### src/rtl/canal_eventos.sv
// Multi-channel input capture: synchronise, detect edges, queue them as event records drained round-robin.
// Optional glitch filter stage enabled by defining CANAL_EVENTOS_GLITCH_FILTER_EN.
module canal_eventos #(
  parameter int N_CH        = 21,
  parameter int SYNC_STAGES = 2,
  parameter int CNT_W       = 8,
  localparam int CH_W       = (N_CH > 1) ? $clog2(N_CH) : 1
) (
  input  logic             clk,
  input  logic             reset,
  input  logic [N_CH-1:0]  in_ch,
  output logic [N_CH-1:0]  lvl_out,
  output logic [N_CH-1:0]  rise_out,
  output logic [N_CH-1:0]  fall_out,
  output logic             ev_valid,
  input  logic             ev_ready,
  output logic [CH_W-1:0]  ev_chan,
  output logic             ev_type,
  output logic [CNT_W-1:0] drop_cnt,
  output logic             overflow
);

  typedef enum logic {IDLE, PRESENT} state_t;

  logic [SYNC_STAGES-1:0][N_CH-1:0] sync_q;
  logic [N_CH-1:0]  sync_s;
  logic [N_CH-1:0]  lvl_q, lvl_d;
  logic [N_CH-1:0]  rise_q, rise_d;
  logic [N_CH-1:0]  fall_q, fall_d;
  logic [N_CH-1:0]  pr_q, pr_d, pf_q, pf_d;
  logic [N_CH-1:0]  clr_r, clr_f, drop_r, drop_f;
  logic [N_CH-1:0]  req, gnt_oh;
  logic             found, gnt_r, gnt_f, any_drop;
  logic [CH_W-1:0]  gnt_idx, gnt_next;
  logic [CH_W-1:0]  rr_q, rr_d;
  state_t           state_q, state_d;
  logic             ev_valid_q, ev_valid_d;
  logic [CH_W-1:0]  ev_chan_q, ev_chan_d;
  logic             ev_type_q, ev_type_d;
  logic [CNT_W-1:0] drop_cnt_q, drop_cnt_d;
  logic             overflow_q, overflow_d;

  always_ff @(posedge clk or posedge reset) begin
    if (reset) sync_q <= '0;
    else       sync_q <= {sync_q[SYNC_STAGES-2:0], in_ch};
  end

  assign sync_s = sync_q[SYNC_STAGES-1];

`ifdef CANAL_EVENTOS_GLITCH_FILTER_EN
  logic [N_CH-1:0] filt_q;
  logic [N_CH-1:0] stable;

  always_ff @(posedge clk or posedge reset) begin
    if (reset) filt_q <= '0;
    else       filt_q <= sync_s;
  end

  // A new level is taken only once it has been seen on two consecutive cycles.
  assign stable = ~(sync_s ^ filt_q);
  assign lvl_d  = (stable & sync_s) | (~stable & lvl_q);
`else
  assign lvl_d = sync_s;
`endif

  assign rise_d = lvl_d & ~lvl_q;
  assign fall_d = ~lvl_d & lvl_q;

  // Round-robin search: first request at/after rr_q, else wrap to the lowest request.
  always_comb begin : arb
    int  hi_idx, lo_idx, sel;
    logic found_hi;
    req      = pr_q | pf_q;
    found_hi = 1'b0;
    found    = 1'b0;
    hi_idx   = 0;
    lo_idx   = 0;
    for (int i = 0; i < N_CH; i++) begin
      if (req[i]) begin
        if (!found_hi && (i >= int'(rr_q))) begin
          found_hi = 1'b1;
          hi_idx   = i;
        end
        if (!found) begin
          found  = 1'b1;
          lo_idx = i;
        end
      end
    end
    sel    = found_hi ? hi_idx : lo_idx;
    gnt_oh = '0;
    for (int i = 0; i < N_CH; i++) gnt_oh[i] = found && (i == sel);
    gnt_r    = |(pr_q & gnt_oh);
    gnt_f    = |(pf_q & gnt_oh);
    gnt_idx  = CH_W'(sel);
    gnt_next = (sel == N_CH - 1) ? '0 : CH_W'(sel + 1);
  end

  always_comb begin
    state_d    = state_q;
    ev_valid_d = ev_valid_q;
    ev_chan_d  = ev_chan_q;
    ev_type_d  = ev_type_q;
    rr_d       = rr_q;
    clr_r      = '0;
    clr_f      = '0;
    case (state_q)
      IDLE: begin
        if (found) begin
          ev_valid_d = 1'b1;
          ev_chan_d  = gnt_idx;
          state_d    = PRESENT;
          if (gnt_r) begin
            ev_type_d = 1'b1;
            clr_r     = gnt_oh;
            // Hold the pointer so the pending fall on this channel is next.
            rr_d      = gnt_f ? gnt_idx : gnt_next;
          end else begin
            ev_type_d = 1'b0;
            clr_f     = gnt_oh;
            rr_d      = gnt_next;
          end
        end
      end
      PRESENT: begin
        if (ev_ready) begin
          ev_valid_d = 1'b0;
          state_d    = IDLE;
        end
      end
      default: state_d = IDLE;
    endcase
  end

  assign pr_d     = (pr_q & ~clr_r) | rise_d;
  assign pf_d     = (pf_q & ~clr_f) | fall_d;
  assign drop_r   = rise_d & pr_q & ~clr_r;
  assign drop_f   = fall_d & pf_q & ~clr_f;
  assign any_drop = |(drop_r | drop_f);

  assign drop_cnt_d = (any_drop && (drop_cnt_q != {CNT_W{1'b1}})) ? drop_cnt_q + CNT_W'(1) : drop_cnt_q;
  assign overflow_d = overflow_q | any_drop;

  always_ff @(posedge clk or posedge reset) begin
    if (reset) begin
      lvl_q      <= '0;
      rise_q     <= '0;
      fall_q     <= '0;
      pr_q       <= '0;
      pf_q       <= '0;
      rr_q       <= '0;
      state_q    <= IDLE;
      ev_valid_q <= 1'b0;
      ev_chan_q  <= '0;
      ev_type_q  <= 1'b0;
      drop_cnt_q <= '0;
      overflow_q <= 1'b0;
    end else begin
      lvl_q      <= lvl_d;
      rise_q     <= rise_d;
      fall_q     <= fall_d;
      pr_q       <= pr_d;
      pf_q       <= pf_d;
      rr_q       <= rr_d;
      state_q    <= state_d;
      ev_valid_q <= ev_valid_d;
      ev_chan_q  <= ev_chan_d;
      ev_type_q  <= ev_type_d;
      drop_cnt_q <= drop_cnt_d;
      overflow_q <= overflow_d;
    end
  end

  assign lvl_out  = lvl_q;
  assign rise_out = rise_q;
  assign fall_out = fall_q;
  assign ev_valid = ev_valid_q;
  assign ev_chan  = ev_chan_q;
  assign ev_type  = ev_type_q;
  assign drop_cnt = drop_cnt_q;
  assign overflow = overflow_q;

endmodule

### config.mk
export PLATFORM = sky130hd
export DESIGN_NAME = canal_eventos
export DESIGN_NICKNAME = d
export VERILOG_FILES = /design/src/rtl/canal_eventos.sv
export SDC_FILE = /design/constraint.sdc
export NUM_CORES = 1
export LEC_CHECK = 0
export BUFFER_PORTS_ARGS = -buffer_cell sky130_fd_sc_hd__buf_2
export CAP_MARGIN = 20
export CORE_AREA = 4 4 125 127
export CTS_BUF_LIST = sky130_fd_sc_hd__clkbuf_8
export CTS_CLUSTER_SIZE = 24
export DETAILED_ROUTE_END_ITERATION = 10
export DIE_AREA = 0 0 129 131
export PLACE_DENSITY = 0.77
export SLEW_MARGIN = 0
export SYNTH_ARGS = -nofsm -noshare
export SYNTH_HDL_FRONTEND = slang
export SYNTH_SLANG_ARGS = --single-unit
### constraint.sdc
create_clock -name clk -period 5.9 [get_ports clk]
set_clock_uncertainty 0.15 [all_clocks]
set_input_delay 1.475 -clock clk [delete_from_list [all_inputs] [get_ports clk]]
set_output_delay 1.475 -clock clk [all_outputs]
set_load 0.05 [all_outputs]
== After elaboration in Yosys (flattened, before gate mapping) ==
Cells that the tools add are included.

* Add/sub/neg operators: 2
* $lt $le $gt $ge: 21
* Equality and inequality tests: 24
* Muxes and demuxes: 160
* Bitwise gates (word level): 20
* Reductions and logical operators: 68

{| class="wikitable"
|+ Operator list
! kind !! count
|-
| $mux 32 || 77
|-
| $eq 5x32->1 const A || 8
|-
| $and 21x21->21 || 10
|-
| $eq 6x32->1 const A || 5
|-
| $eq 4x32->1 const A || 4
|-
| $mux 21 || 6
|-
| $not 21->21 || 4
|-
| $or 21x21->21 || 4
|-
| $mux 1 || 72
|-
| $eq 3x32->1 const A || 2
|-
| $reduce_or 21->1 || 3
|-
| $logic_and 1x1->1 || 42
|-
| $ge 4x5->1 const A || 8
|-
| $eq 2x32->1 const A || 1
|-
| $eq 32x6->1 const B || 1
|-
| $logic_not 32->1 || 1
|-
| $ge 5x5->1 const A || 5
|-
| $ge 3x5->1 const A || 4
|-
| $logic_not 1->1 || 20
|-
| $mux 5 || 3
|-
| $ge 1x5->1 const A || 2
|-
| $ge 2x5->1 const A || 2
|-
| $add 8x1->8 const B || 1
|-
| $ne 8x8->1 const B || 1
|-
| 6 further kinds || 9
|}

* Flip-flop bits (word level): 169
* Input port bits: 24
* Output and inout bits: 79
* Logic and storage cells: 309

== Longest topological paths before layout ==
* Word-level depth: 96
* Depth in mapped cells: 28
* Mapped depth without buffers: 24

== Least setup slack after synthesis ==
No wires, ideal clock.

* Path kind: register -> register
* Start point: register pr_q[0]
* End point: register drop_cnt_q[1], in the netlist drop_cnt[1]
* Arrival: 6.032 ns
* Required time: 5.622 ns
* Setup slack: -0.410 ns
* Cell stages (with the launch flop): 23
* Path buffers: 2
* Period minus slack after synthesis: 6.310 ns
* Path through: dfrtp_1 or4_4 or4_4 nor2_1 a21boi_0 a311oi_1 a31oi_1 o21ai_0 a32oi_1 inv_1 ha_1 a222oi_1 or3b_2 a32oi_1 o22ai_1 or4_1 buf_2 buf_6 o311ai_0 o2111a_1 nand4_2 o22ai_4 mux2_1

{| class="wikitable"
|+ RTL lines
! what !! RTL line !! text
|-
| start: declaration || 30 || <nowiki>logic [N_CH-1:0] pr_q, pr_d, pf_q, pf_d;</nowiki>
|-
| start signal: assignment || 162 || <nowiki>pr_q <= pr_d;</nowiki>
|-
| end signal: assignment || 169 || <nowiki>drop_cnt_q <= drop_cnt_d;</nowiki>
|-
| end: declaration || 40 || <nowiki>logic [CNT_W-1:0] drop_cnt_q, drop_cnt_d;</nowiki>
|}

==> metrics <==
outcome complete, but fails checks; failing checks negative setup slack; CP Depth 25; RSZ-0062 raised after global routing yes; Max Slew Vio Count 0; biggest cell delay along the critical path 560 ps; CP Capture Type flip-flop; top cell type's share of synthesized area 54.40%; syn avg cell area 10.24 um2; Startpoint Class flip-flop; worst reg2reg path depth 25; commonest non-fill, non-tap cell in the layout buf_4; H-Tree Level Count 4; ys flop type dfrtp_1; WS Path Type flip-flop to flip-flop; violation count after the first detailed-route iteration 949; Overall Global Routing Usage 32.19%; Pre-antenna DRT Iters 6; initial antenna violation count 0; max_slew headroom 43.32%; layout cell share with drive strength beyond 1 36.65%; TritonCTS Buffers 17; met2 GRT Util 50.18%; Final Cycle Share 105.0%; setup ws final -293.4 ps; Skew-Pair Late Insertion Delay 490 ps; Pleak 0.004610 uW; crit path from pf_q[7]; largest area contributor in the netlist dfrtp_1; Remaining DRCs 0; gr ovfl total 0; most frequent cells in the layout buf_4 (172), dfrtp_1 (169), buf_2 (103), nand2_1 (85), nor2_1 (46); Routed Wire Length 26,590 um; Root Driver clkbuf_8; EDFF count, synth 0; R2R Setup Slk -290 ps; Vert. Die Dim 131 um; FF+latch count, synth 169; Nets 1,062; final hold violations 0; Hold Path Depth 0; CP max-delay cell or4_4; max cap viols 0; Ant. Diodes 0; post-route cell area 10,470 um2; vias in the first global route 7,407; Critical Path End drop_cnt[6]; largest fanout on the critical path 7; Area growth syn-to-layout 34.62%; wire length per cell 21.63 um; Filler cells 1,079; register area share after synthesis 54.40%; Setup-failing EPs final 9; Max VDD drop 0.3642 mV; area occupied by registers 4229 um2; io pins 103; CTS tree yes; power per cell area 501.2 nW/um2; critical path data required time 6110 ps; cells after synthesis 759; CTS sink count 169; Final Wtd Congestion 1.042; critical path arrival 6410 ps; site row count 44; core footprint 14,420 um2; post-synth net total 789; Slew @ Worst Pin 850.2 ps; Worst R2R End drop_cnt[6]; first-pass GRT wire length 40,900 um; Buf+Inv Stages, Crit Path 5; deepest clock path buffer count 2; cell mode on critical path or4_4; Netlist cell types 73; r2r startpoint pf_q[7]; hold-fix buffers at CTS 0; Post-DP HPWL 19,630 um; DR vias 7,533; Starting Density 53.89%; fmax 161.5 MHz; M3 GR Usage 8.943%; largest net degree at the start of global routing 170; placement-stage cell area 9714 um2; worst hold path class flip-flop to flip-flop; Die Wd 129 um; WHS 203.7 ps; GR peak layer met2; post-DR vias/cell 6.129; synthesized area 7774 um2; clock period minus worst slack 6193 ps; die area 16,900 um2; main area contributors after synthesis dfrtp_1 (54%), nand2_1 (4.1%), nor2b_1 (3.1%), nand2b_1 (2.8%), o21ai_0 (2.5%); CTS clock-pin slew for the worst setup and hold paths 100 ps; Syn. warnings 0; GR Util met1 42.83%; Antenna Nets Post-Route 0; PortBufs 102; area of the multi-input gates 3610 um2; async set-or-reset flop fraction in the synthesized netlist 100.0%; Crit path max-delay family compound AO/OA/AOI/OAI gates
## cell usage after synthesis, types with 4 or more instances
library cell  instances
dfrtp_1             169
nand2_1              85
nor2_1               49
o21ai_0              39
nor2b_1              38
nand2b_1             35
a21oi_1              23
nand3_1              23
clkbuf_1             18
inv_1                17
nor3_1               15
nor4_1               15
o31ai_1              15
a31oi_1              12
nand4_1              12
a21o_1               11
and2_1               11
or2_2                11
a22oi_1               9
a32oi_1               8
buf_2                 8
o21bai_1              8
a211oi_1              7
ha_1                  6
o22ai_1               6
a2111oi_0             5
o41ai_1               5
or3_1                 5
or4_1                 5
a311o_1               4
and3_1                4
o221ai_1              4
o22a_1                4
o2bb2ai_1             4
o311ai_0              4
## report_power, final
group / switching (uW) / leakage, uW / internal (uW)
clock: 507 / 0.000209 / 323
combinational: 1780 / 0.00249 / 1210
sequential: 127 / 0.00191 / 1300
total: 2420 / 0.00461 / 2830
## registers in the layout, summed over array words and instances (netlist names)
signal,count
fall_out,21
lvl_d,21
lvl_out,21
pf_q,21
pr_q,21
rise_out,21
sync_q,21
drop_cnt,8
ev_chan,5
rr_q,5
ev_type,1
ev_valid,1
overflow,1
state_q,1
## metrics by stage
| step | setup TNS [ps] | instances | utilization [%] | setup slack, ps | power (uW) |
|---|---|---|---|---|---|
| after floorplan | -98.09 | 759 | - | -90.77 | 2884 |
| after global routing | -3914 | 1229 | 72.55 | -491.6 | 5466 |
| after global placement | -1998 | 1181 | 67.35 | -366.5 | 4004 |
| final | -1827 | 1229 | 72.55 | -293.4 | 5245 |
| after CTS | -1323 | 1224 | 71.56 | -237.9 | 5042 |
| after detailed placement | -3489 | 1181 | 67.35 | -547.5 | 4020 |
## timing repair
action | 4_1_cts | 5_1_grt
cloned | 1 | 0
buffers inserted | 10 | 5
endpoints found under the setup margin | 9 | 17
pin swaps | 16 | 10
resized for setup | 26 | 20
## worst register-to-register path, delay by kind of cell, from the launching register on
family	cells	cell delay, ps
AND/OR/NAND/NOR	7	2080
XOR/XNOR	1	140
buffers and inverters	5	700
adder cells (fa/ha/maj)	1	390
flip-flops	1	420
AO/OA/AOI/OAI	11	2190
## cells by family after synthesis
| kind of cell | count (synthesis) | share of synthesized area (%) |
|---|---|---|
| and+or+nand+nor | 324 | 21.89 |
| AOI/OAI and AO/OA | 201 | 18.57 |
| DFF | 169 | 54.40 |
| buffers and inverters | 46 | 2.495 |
| muxes | 8 | 1.111 |
| adders and majority gates | 6 | 0.9657 |
| xor gates and xnor gates | 5 | 0.5634 |
## metal layers
| metal | share of wire (%) | vias to the layer above |
|---|---|---|
| met2 | 45 | 448 |
| li1 | - | 3337 |
| met1 | 40 | 3651 |
| met3 | 10 | 97 |
| met5 | 0 | - |
| met4 | 4.2 | 0 |
## worst min path at each step
stage / start / endpoint / slack (ps)
finish: sync_q[11] / lvl_d[11] / 200
global route: sync_q[11] / lvl_d[11] / 210
CTS: sync_q[11] / lvl_d[11] / 210
detailed placement: sync_q[19] / lvl_d[19] / 180
global placement: sync_q[20] / lvl_d[20] / 180
floorplan: sync_q[0] / lvl_d[0] / 180
## cell type report
type | count | share of cell area [%]
inverter | 17 | 0.6456
clock inverter | 15 | 1.638
tap | 184 | 2.200
timing repair buffer | 283 | 18.38
sequential | 169 | 40.41
multi-input combinational | 544 | 34.49
clock buffer | 17 | 2.236
No activity file was read; power rests on OpenSTA's default activity.
